<file path="config.mk">
export PLATFORM = sky130hd
export DESIGN_NAME = anim_scheduler
export DESIGN_NICKNAME = d
export VERILOG_FILES = /design/src/rtl/anim_scheduler.sv
export SDC_FILE = /design/constraint.sdc
export NUM_CORES = 1
export LEC_CHECK = 0
export ABC_CLOCK_PERIOD_IN_PS = 5800
export CAP_MARGIN = 25
export CORE_UTILIZATION = 63
export CTS_BUF_LIST = sky130_fd_sc_hd__clkbuf_16
export DETAILED_ROUTE_END_ITERATION = 6
export GPL_ROUTABILITY_DRIVEN = 0
export PLACE_DENSITY = 0.81
export SYNTH_ARGS = -nofsm -noshare
export SYNTH_HDL_FRONTEND = slang
export SYNTH_SLANG_ARGS = --single-unit
</file>
<file path="constraint.sdc">
create_clock -name i_clk -period 5.8 [get_ports i_clk]
set_clock_uncertainty 0.2 [all_clocks]
set_input_delay 0.58 -clock i_clk [delete_from_list [all_inputs] [get_ports i_clk]]
set_output_delay 0.58 -clock i_clk [all_outputs]
set_load 0.02 [all_outputs]
</file>
<file path="src/rtl/anim_scheduler.sv">
// Animation step scheduler: on each time tick walks every channel, moves active
// channels one linear step toward their target using a shared restoring divider,
// then hands the frame to the LED shift-out engine and waits for it to finish.
module anim_scheduler #(
    parameter int  c_freq        = 20000000,
    parameter int  c_tick_cycles = 2000000,
    parameter int  c_channels    = 12,
    parameter int  c_bpc         = 12,
    parameter int  c_max_time    = 11,
    localparam int c_time_w      = $clog2(c_max_time),
    localparam int c_chan_w      = $clog2(c_channels)
) (
    input  logic                i_clk,
    input  logic                i_rst,
    input  logic                i_cmd_valid,
    input  logic [c_chan_w-1:0] i_cmd_chan,
    input  logic [c_bpc-1:0]    i_cmd_target,
    input  logic [c_time_w-1:0] i_cmd_time,
    output logic                o_cmd_ready,
    input  logic [c_chan_w-1:0] i_rd_chan,
    output logic [c_bpc-1:0]    o_rd_data,
    output logic                o_frame_start,
    input  logic                i_frame_done,
    output logic [c_time_w-1:0] o_time,
    output logic                o_overrun
);
    localparam int c_tick_w = $clog2(c_tick_cycles);
    localparam int c_div_w  = $clog2(c_bpc);
    localparam logic [c_tick_w-1:0] c_tick_last = c_tick_w'(c_tick_cycles - 1);
    localparam logic [c_chan_w-1:0] c_chan_last = c_chan_w'(c_channels - 1);
    localparam logic [c_time_w-1:0] c_time_last = c_time_w'(c_max_time - 1);
    localparam logic [c_div_w-1:0]  c_div_last  = c_div_w'(c_bpc - 1);

    // A frame must fit inside one tick period, and the clock must be real.
    if (c_tick_cycles <= c_channels * (c_bpc + 2) || c_freq <= 0) begin : g_bad_params
        $error("anim_scheduler: c_tick_cycles too small for one frame");
    end

    typedef enum logic [2:0] {S_IDLE, S_LOAD, S_DIV, S_WRITE, S_SHIFT, S_WAIT} state_t;

    state_t                             state;
    logic [c_channels-1:0][c_bpc-1:0]   cur;
    logic [c_channels-1:0][c_bpc-1:0]   tgt;
    logic [c_channels-1:0][c_time_w-1:0] tt;
    logic [c_channels-1:0]              act;
    logic [c_chan_w-1:0]                idx;
    logic [c_tick_w-1:0]                tick_cnt;
    logic                               tick, tick_pending, cmd_fire, frame_go;

    // divider / per-channel step context
    logic [c_time_w-1:0] dv;       // remaining time steps (divisor)
    logic [c_time_w-1:0] acc_r;    // partial remainder
    logic [c_bpc-1:0]    acc_q;    // dividend shifting out, quotient shifting in
    logic [c_div_w-1:0]  dcnt;
    logic                neg, skip, snap;

    logic [c_bpc-1:0]    cur_k, tgt_k, step_val, mag_c;
    logic [c_time_w-1:0] tt_k, rem_c, nxt_r;
    logic [c_time_w:0]   sh;
    logic                neg_c, ge;

    assign tick     = (tick_cnt == c_tick_last);
    assign cmd_fire = (state == S_IDLE) && i_cmd_valid;
    // a pending tick waits one cycle if a command is being accepted
    assign frame_go = (state == S_IDLE) && !i_cmd_valid && tick_pending;

    // Channel-k arithmetic: remaining time, step magnitude, one divider step
    always_comb begin
        cur_k = cur[idx];
        tgt_k = tgt[idx];
        tt_k  = tt[idx];
        // modular subtraction wraps correctly in c_time_w bits; result < c_max_time
        if (tt_k < o_time) rem_c = c_time_w'(c_max_time) - o_time + tt_k;
        else               rem_c = tt_k - o_time;
        neg_c    = (tgt_k < cur_k);
        mag_c    = neg_c ? (cur_k - tgt_k) : (tgt_k - cur_k);
        sh       = {acc_r, acc_q[c_bpc-1]};
        ge       = (sh >= {1'b0, dv});
        nxt_r    = ge ? c_time_w'(sh - {1'b0, dv}) : sh[c_time_w-1:0];
        step_val = neg ? (cur_k - acc_q) : (cur_k + acc_q);
    end

    // Free-running animation tick counter
    always_ff @(posedge i_clk) begin
        if (i_rst)      tick_cnt <= '0;
        else if (tick)  tick_cnt <= '0;
        else            tick_cnt <= tick_cnt + 1'b1;
    end

    // Registered read port for the shift-out engine
    always_ff @(posedge i_clk) begin
        if (i_rst)                        o_rd_data <= '0;
        else if (i_rd_chan <= c_chan_last) o_rd_data <= cur[i_rd_chan];
        else                              o_rd_data <= '0;
    end

    // Scheduler FSM, tick bookkeeping and channel store
    always_ff @(posedge i_clk) begin
        if (i_rst) begin
            state         <= S_IDLE;
            cur           <= '0;
            tgt           <= '0;
            tt            <= '0;
            act           <= '0;
            idx           <= '0;
            o_time        <= '0;
            o_cmd_ready   <= 1'b1;
            o_frame_start <= 1'b0;
            o_overrun     <= 1'b0;
            tick_pending  <= 1'b0;
            dv            <= '0;
            acc_r         <= '0;
            acc_q         <= '0;
            dcnt          <= '0;
            neg           <= 1'b0;
            skip          <= 1'b0;
            snap          <= 1'b0;
        end else begin
            o_frame_start <= 1'b0;
            // only one tick is ever remembered; a second one is reported as lost
            tick_pending  <= tick | (tick_pending & ~frame_go);
            o_overrun     <= tick & tick_pending & ~frame_go;
            case (state)
                S_IDLE: begin
                    if (cmd_fire) begin
                        if (i_cmd_chan <= c_chan_last) begin
                            tgt[i_cmd_chan] <= i_cmd_target;
                            tt[i_cmd_chan]  <= i_cmd_time;
                            act[i_cmd_chan] <= 1'b1;
                        end
                    end else if (tick_pending) begin
                        o_time      <= (o_time == c_time_last) ? '0 : o_time + 1'b1;
                        idx         <= '0;
                        o_cmd_ready <= 1'b0;
                        state       <= S_LOAD;
                    end
                end
                S_LOAD: begin
                    skip  <= !act[idx];
                    snap  <= (rem_c == '0) || (tgt_k == cur_k);
                    dv    <= rem_c;
                    neg   <= neg_c;
                    acc_q <= mag_c;
                    acc_r <= '0;
                    dcnt  <= '0;
                    if (act[idx] && rem_c != '0 && tgt_k != cur_k) state <= S_DIV;
                    else                                              state <= S_WRITE;
                end
                S_DIV: begin
                    acc_r <= nxt_r;
                    acc_q <= {acc_q[c_bpc-2:0], ge};
                    dcnt  <= dcnt + 1'b1;
                    if (dcnt == c_div_last) state <= S_WRITE;
                end
                S_WRITE: begin
                    if (!skip) begin
                        // final step lands exactly on target, absorbing truncation error
                        if (snap || dv == c_time_w'(1)) begin
                            cur[idx] <= tgt_k;
                            act[idx] <= 1'b0;
                        end else begin
                            cur[idx] <= step_val;
                        end
                    end
                    if (idx == c_chan_last) begin
                        o_frame_start <= 1'b1;
                        state         <= S_SHIFT;
                    end else begin
                        idx   <= idx + 1'b1;
                        state <= S_LOAD;
                    end
                end
                S_SHIFT: state <= S_WAIT;
                S_WAIT: begin
                    if (i_frame_done) begin
                        o_cmd_ready <= 1'b1;
                        state       <= S_IDLE;
                    end
                end
                default: state <= S_IDLE;
            endcase
        end
    end
endmodule

</file>
After elaboration in Yosys (flattened, before gate mapping):

Cells that the tools add are included.

* memories: 0
* memory bits (writable): 0
* latch bits: 0
* bits of input ports: 28
* register bits after elaboration: 423
* logic and storage cells: 189
* output and inout port bits: 19
* ROM bits: 0

* add/sub/neg operators: 12
* bitwise gates (word level): 12
* order comparisons: 10
* shift operators: 0
* $mul: 0
* mux-type cells: 54
* div/mod/pow operators: 0
* reduce and logical (&&, ||, !) cells: 27
* eq/ne operators: 21

Operator list (count)
* 144-bit bitwise mux: 3
* 12-bit binary-select mux with 4-bit select: 3
* 144-bit 2-to-1 mux: 1
* 12-bit 2-to-1 mux: 11
* 12-bit demux with 4-bit select: 2
* 48-bit bitwise mux: 1
* 12-bit one-hot mux with 2 select lines: 2
* 12-bit subtractor: 3
* 4-bit 2-to-1 mux: 8
* 4-bit one-hot mux with 2 select lines: 3
* 21-bit by 1-bit adder with 21-bit output, second input constant: 1
* 21-bit equality test, second input constant: 1
* 3-bit one-hot mux with 6 select lines: 1
* 4-bit binary-select mux with 4-bit select: 1
* 4-bit demux with 4-bit select: 1
* 2-bit != test, second input constant: 8
* 4-bit by 5-bit < comparator with 1-bit output, second input constant: 3
* 3-bit 2-to-1 mux: 5
* 12-bit adder: 1
* 4-bit by 1-bit adder with 4-bit output, second input constant: 3
* 12-bit bitwise AND: 1
* 12-bit equality test: 1
* 4-bit equality test, second input constant: 3
* 12-bit < comparator: 1
* other kinds (34): 68

Longest topological paths before layout:

Gate-level depths: netlist of the first run.

* depth after elaboration: 9
* depth in mapped cells: 20
* mapped depth without buffers: 14

Least setup slack after synthesis of the first run:

Ideal clock, no wire load.

* path kind: register to register
* from: register idx[0]
* to: register acc_q[9]
* library setup time: 116 ps
* data required time: 5484 ps
* path buffers: 6
* cell stages (with the launch flop): 20
* period minus slack after synthesis: 4589 ps
* path slack: 1211 ps
* data arrival time: 4273 ps
* cell sequence: dfxtp_1 buf_6 buf_12 buf_12 buf_8 buf_8 buf_8 mux4_2 mux2i_1 o22a_2 inv_1 ha_1 fa_1 nand2b_2 a211oi_4 o21a_4 nor3_2 or3_1 or3_1 a41o_1

* longest elaborated chain between the ends: 5
* elaborated cells on any way between the ends: 9
* those cells by class: add/sub (2); order compare (1); mux (6)

Ends and longest elaborated chain
* start: declaration: RTL line 46 `logic [c_chan_w-1:0] idx;`
* start signal: assignment: RTL line 169 `idx <= idx + 1'b1;`
* 12-bit binary-select mux with 4-bit select, on equally long branches: RTL line 70, 69
* 12-bit 2-to-1 mux, on equally long branches: RTL line 70, 69
* 12-bit subtractor or 12-bit < comparator (tied branches): RTL line 76, 75
* 12-bit 2-to-1 mux (*): RTL line 76 `mag_c = neg_c ? (cur_k - tgt_k) : (tgt_k - cur_k);`
* 12-bit one-hot mux with 2 select lines (*): RTL line 123 `case (state)`
* end signal: assignment: RTL line 143 `acc_q <= mag_c;`
* end signal: assignment: RTL line 151 `acc_q <= {acc_q[c_bpc-2:0], ge};`
* end: declaration: RTL line 53 `logic [c_bpc-1:0] acc_q;`

Every way passes the cells marked *; elsewhere a longest branch is shown, timed or not. The select of a mux whose other input is x is not followed.
A chain may end at the register's enable or synchronous reset.

Final worst setup path of the first run:

* from: register idx[1]
* to: register acc_q[9]

Same word-level chain as after synthesis.

==> results.json, run 1 <==
{
  "r2r_slack_ns": 1.07,
  "worst_skew_pair.late_latency_ns": 0.58,
  "hold_viol_final": 0,
  "cp.required_ns": 6.05,
  "vias_per_cell": 6.46,
  "grt_pass1_vias": 18000,
  "wire_per_inst_um": 20.7,
  "syn-cell-area_mm2": 0.0219,
  "cts_resized": 0,
  "slowest_stage": "dfxtp_4",
  "post-route-util": 0.700,
  "htreeDepth": 2,
  "drtPass1Iterations": 6,
  "status": "finished, final reports clean",
  "reg2reg_depth": 14,
  "area_growth_pct": 8.19,
  "max_freq_mhz": 211,
  "max_slew.worst_pin.slew_ns": 1.26,
  "ir_drop_v": 0.000260,
  "syn-num-nets": 2605,
  "synth-edff-count": 0,
  "ys.flop_type": "dfxtp_1",
  "final_layout_size_suffix_gt1_frac": 0.123,
  "crit_fanout": 36,
  "hold_depth": 2,
  "hold_start": "tgt[122]",
  "die_area_mm2": 0.0355,
  "worst_r2r_endpoint": "acc_q[9]",
  "whs_endpoint": "tgt[122]",
  "cp_cell_sequence": "buf_4, mux4_2, mux2i_1, nor2_1, a21oi_2, inv_1, ha_1, nor2b_1, o21ai_0, a21oi_1, a211oi_1, nor3_1, or3_1, a41o_1",
  "ys_types": 86,
  "power_density_mw_per_mm2": 285,
  "coreArea_mm2": 0.0339,
  "critPathArrivalTime_ns": 4.98,
  "synthTopCellsByCount": "544 x nand2_1, 423 x dfxtp_1, 327 x a21oi_1, 206 x nor2_1",
  "drtIter0Drc": 1887,
  "maxSlewViolCount": 0,
  "netlist.area_leader.share": 0.387,
  "hold_class": "reg -> reg",
  "synth_top_area_cell": "dfxtp_1",
  "cts.path.max_buffers": 3,
  "min_period_ns": 4.73,
  "criticalPathCategory": "reg -> reg",
  "fp.dieW_um": 188,
  "ant_nets": 0,
  "dpl.hpwl_um": 39100,
  "grt_antenna_before_repair": 0,
  "start_util": 0.647,
  "num_antenna_cells": 0,
  "r2r_start": "idx[1]",
  "ctsHoldBuffers": 0,
  "avgSynthCellArea_um2": 8.70,
  "ys_ff_latch": 423,
  "cts.reportedPaths.clkPinSlew_ns": 0.06,
  "grt_pass1_wl_um": 96400,
  "yosys.cell_count.top_type": "nand2_1",
  "place.port_buffers": 46,
  "numClockSinks": 423,
  "cts_tree": "done",
  "grt.overflow.total": 0,
  "fin_tns_setup_ns": 0,
  "slew_headroom": 0.161,
  "drv_cap": 0,
  "syn_inst": 2517,
  "cts_buffers": 45,
  "num_vias": 18900,
  "synth_area_leaders": "dfxtp_1 39%, mux4_2 11%, nand2_1 9.3%",
  "row_count": 67,
  "grt_usage": 0.342,
  "ioPinCount": 47,
  "nNetsFinal": 2532,
  "yosys_warnings": 0,
  "ys_seq_area_frac": 0.387,
  "post_cts_buffers": 0,
  "p_leak_nw": 7.92,
  "grt_max_degree": 249,
  "drc": 0,
  "cts-root-buf": "clkbuf_16",
  "min_period_over_period": 0.816,
  "crit_path_end_kind": "flop",
  "die_h_um": 188,
  "max_stage_delay_ns": 0.76,
  "synthArstFlopShare": 0,
  "start_kind": "flop",
  "rsz0062_at_grt": "false",
  "routed_wl_um": 60500,
  "setup_violations": 0
}
-- critical path: cells and delay by family (launching register included) --
kind | cells | cell delay, ns
mux | 2 | 0.73
buf+inv | 2 | 0.53
compound gates | 5 | 1.39
flops | 1 | 0.76
simple gates | 4 | 0.65
fa+ha+maj | 1 | 0.32
-- per-layer routing --
layer / GRT usage / vias up / part of all wire
li1: - / 8675 / -
met1: 0.434 / 8962 / 0.39
met2: 0.549 / 1058 / 0.46
met3: 0.0700 / 223 / 0.097
met4: 0.181 / 0 / 0.053
met5: 0 / - / 0
-- how the worst max path moves through the flow --
stage / start / end / slack [ns] / depth (start not counted)
finish: idx[1] / acc_q[9] / 1.07 / 14
global placement: idx[0] / acc_q[9] / 1.29 / 13
CTS: idx[0] / cur[56] / 1.17 / 14
floorplan: idx[0] / acc_q[9] / 1.21 / 19
global route: idx[0] / cur[107] / 0.87 / 15
detailed placement: idx[1] / acc_q[9] / 1.19 / 14
-- cells in the final DEF (no fill, tap or decap), types with 32 or more instances in the layout --
cell               n
inv_1             59
clkdlybuf4s50_1   43
nand2_1          544
nor2_1           204
ha_1              54
clkbuf_16         46
a21oi_1          327
mux2i_1           66
nand3_1           42
dfxtp_1          420
nor3_1            32
a211oi_1          79
mux4_2           106
o21ai_0           38
-- per-stage QoR --
step                power [mW]  setup WS, ns  instance area (µm²)  hold WS [ns]  cells
finish                    6.74          1.07                23700         0.253   2927
global route              6.94         0.868                23700         0.270   2927
CTS                       6.73          1.17                23700         0.253   2925
detailed placement        3.95          1.19                22300         0.244   2843
global placement          3.92          1.29                22200         0.238   2841
floorplan                 3.75          1.21                21900         0.232   2517
-- power by group --
| part | internal (mW) | switching, mW |
|---|---|---|
| clock | 1.62 | 1.20 |
| sequential | 2.94 | 0.0278 |
| combinational | 0.292 | 0.668 |
-- final cells by class --
class	count	area, µm²
flip-flops and latches	423	8480
clock inverters	36	282
multi-input cells	1840	12300
fillers	2605	10200
well taps	448	561
inverters	59	221
repair buffers	75	734
clock buffers	46	1150
-- logic make-up (layout without fill, tap and decap cells) --
group	Yosys count	in the layout	share of synthesized area
multiplexers	191	191	0.151
AND/OR/NAND/NOR	955	955	0.189
buffers and inverters	254	216	0.0542
XOR/XNOR	43	43	0.0172
flip-flops	423	423	0.387
adder cells (fa/ha/maj)	60	60	0.0363
AO/OA/AOI/OAI	591	591	0.166
-- sequential cells by signal, summed over array words and instances, names as in the netlist, 12 cells and up --
| signal | flops |
|---|---|
| cur | 144 |
| tgt | 144 |
| tt | 48 |
| tick_cnt | 21 |
| acc_q | 12 |
| act | 12 |
| o_rd_data | 12 |
Power figures use the tool's default switching activity.
==> run 2, diff against run 1 <==
- ABC_CLOCK_PERIOD_IN_PS: 5800 -> 4340
- CORE_UTILIZATION: 63 -> 57
- PLACE_DENSITY: 0.81 -> 0.77
- clock period: 5.8 -> 4.34 ns (I/O delays scaled with it)
==> run 2 against run 1 <==
  * Global-route usage fell by 1.2 points
  * Die area up 10%
  * Via count is 1.8% higher
  * Fmax grew 13%
  * Register-to-register slack got worse by 0.93 ns
  * Sequential power is 34% higher
  * Power grew 35%
  * Worst setup slack got worse by 0.93 ns
  * Cell count rose by 4.4%
  * Sequential share of layout area shrank 0.93 points
  * Clock power is 35% higher
  * Largest cell class unchanged
  * Highest routed layer unchanged
==> results.json, run 2 (synthesized netlist as in run 1, its figures left out) <==
{
  "status": "finished, final reports clean",
  "r2r_start": "idx[0]",
  "num_antenna_cells": 0,
  "die_area_mm2": 0.0392,
  "min_period_ns": 4.21,
  "hold_class": "in -> reg",
  "placement.cell_area_mm2": 0.0228,
  "crit_fanout": 22,
  "final_layout_size_suffix_gt1_frac": 0.146,
  "maxSlewViolCount": 0,
  "drv_cap": 0,
  "fillCellCount": 3000,
  "cts-root-buf": "clkbuf_16",
  "place_ws_ns": 0.0958,
  "p_leak_nw": 8.28,
  "max_freq_mhz": 238,
  "hold_start": "i_rst",
  "cts_tree": "done",
  "fp.dieW_um": 198,
  "grt_pass1_vias": 18900,
  "fin_tns_setup_ns": 0,
  "cp.required_ns": 4.62,
  "nNetsFinal": 2598,
  "place.port_buffers": 46,
  "cts.path.max_buffers": 3,
  "max_slew.worst_pin.slew_ns": 1.08,
  "power.total_mw": 9.13,
  "power_density_mw_per_mm2": 375,
  "min_period_over_period": 0.969,
  "whs_endpoint": "o_time[0]",
  "cts_buffers": 45,
  "htreeDepth": 2,
  "start_kind": "flop",
  "grt_max_degree": 115,
  "vias_per_cell": 6.30,
  "place_inst": 2964,
  "drtIter0Drc": 2023,
  "drc": 0,
  "stdcell_count": 3055,
  "critPathArrivalTime_ns": 4.49,
  "finish.instance_area_mm2": 0.0243,
  "coreArea_mm2": 0.0378,
  "grt_pass1_wl_um": 101000,
  "r2r_slack_ns": 0.13,
  "reg2reg_depth": 12,
  "final_cell_mix": "544 x nand2_1, 420 x dfxtp_1, 327 x a21oi_1",
  "ant_nets": 0,
  "setup_violations": 0,
  "drtPass1Iterations": 7,
  "slew_headroom": 0.279,
  "hold_ws_ns": 0.0956,
  "die_h_um": 198,
  "numClockSinks": 423,
  "routed_wl_um": 64200,
  "worst_r2r_endpoint": "acc_q[10]",
  "crit_path_end_kind": "flop",
  "hold_depth": 2,
  "grt_usage": 0.330,
  "grt.overflow.total": 0,
  "ff_latch_area_mm2": 0.00848,
  "cts.reportedPaths.clkPinSlew_ns": 0.06,
  "post-route-util": 0.644,
  "wire_per_inst_um": 21.0,
  "criticalPathCategory": "reg -> reg",
  "reg_top3": "cur (144), tgt (144), tt (48)",
  "ioPinCount": 47,
  "dpl.hpwl_um": 42300,
  "ir_drop_v": 0.000319,
  "final_common_cell": "nand2_1",
  "grt_antenna_before_repair": 1,
  "hold_viol_final": 0,
  "area_growth_pct": 11.1,
  "start_util": 0.580,
  "num_vias": 19300,
  "multi_input_area_mm2": 0.0123,
  "worst_skew_pair.late_latency_ns": 0.60,
  "row_count": 71,
  "setup_slack_ns": 0.133
}
run 2: cell types whose count changed in the layout (fill, tap and decap cells not counted), sizes merged:
cell,before,now
clkinvlp,0,1
inv,65,71
clkinv,26,18
clkbuf,46,45
buf,32,98
bufinv,4,5
run 2: layer usage:
| metal | global-route usage | wire length, µm | vias to the layer above |
|---|---|---|---|
| met4 | 0.180 | 3230 | 0 |
| met5 | 0 | 0 | - |
| met2 | 0.543 | 30400 | 978 |
| met1 | 0.409 | 24900 | 9236 |
| met3 | 0.0617 | 5680 | 213 |
| li1 | - | - | 8829 |
run 2: critical path: stages, from the launching register on:
cell       delay (ns)
dfxtp_4          0.50
buf_12           0.24
mux4_2           0.51
mux2i_1          0.24
o21ai_1          0.20
ha_1             0.43
a21o_1           0.21
or3_4            0.36
o21a_4           0.27
a2111oi_2        0.36
a21oi_1          0.11
o21a_1           0.21
o32ai_1          0.24
run 2: power breakdown:
| part | leakage (nW) | internal, mW | switching (mW) |
|---|---|---|---|
| Combinational | 4.13 | 0.433 | 0.916 |
| Clock | 0.737 | 2.19 | 1.64 |
| Sequential | 3.41 | 3.92 | 0.0373 |
run 2: cell type report:
type	instances	share of cell area
multi-input combinational	1840	0.505
sequential	423	0.348
timing repair buffer	141	0.0524
clock buffer	45	0.0463
tap	511	0.0263
clock inverter	36	0.0127
inverter	59	0.00910
run 2: worst max path at each step:
stage	cells past startpoint	endpoint	slack [ns]	from
detailed placement	13	cur[67]	0.1	idx[0]
floorplan	19	acc_q[9]	-0.06	idx[0]
global route	15	acc_q[9]	-0.04	idx[1]
finish	12	acc_q[10]	0.13	idx[0]
CTS	13	cur[67]	0.1	idx[0]
global placement	13	cur[43]	0.21	idx[0]
run 2: repair_timing:
action	CTS	global route
hold endpoints to repair	0	0
setup buffers	0	7
setup endpoints to repair	0	29
gates resized for setup	0	4
hold buffers	0	0
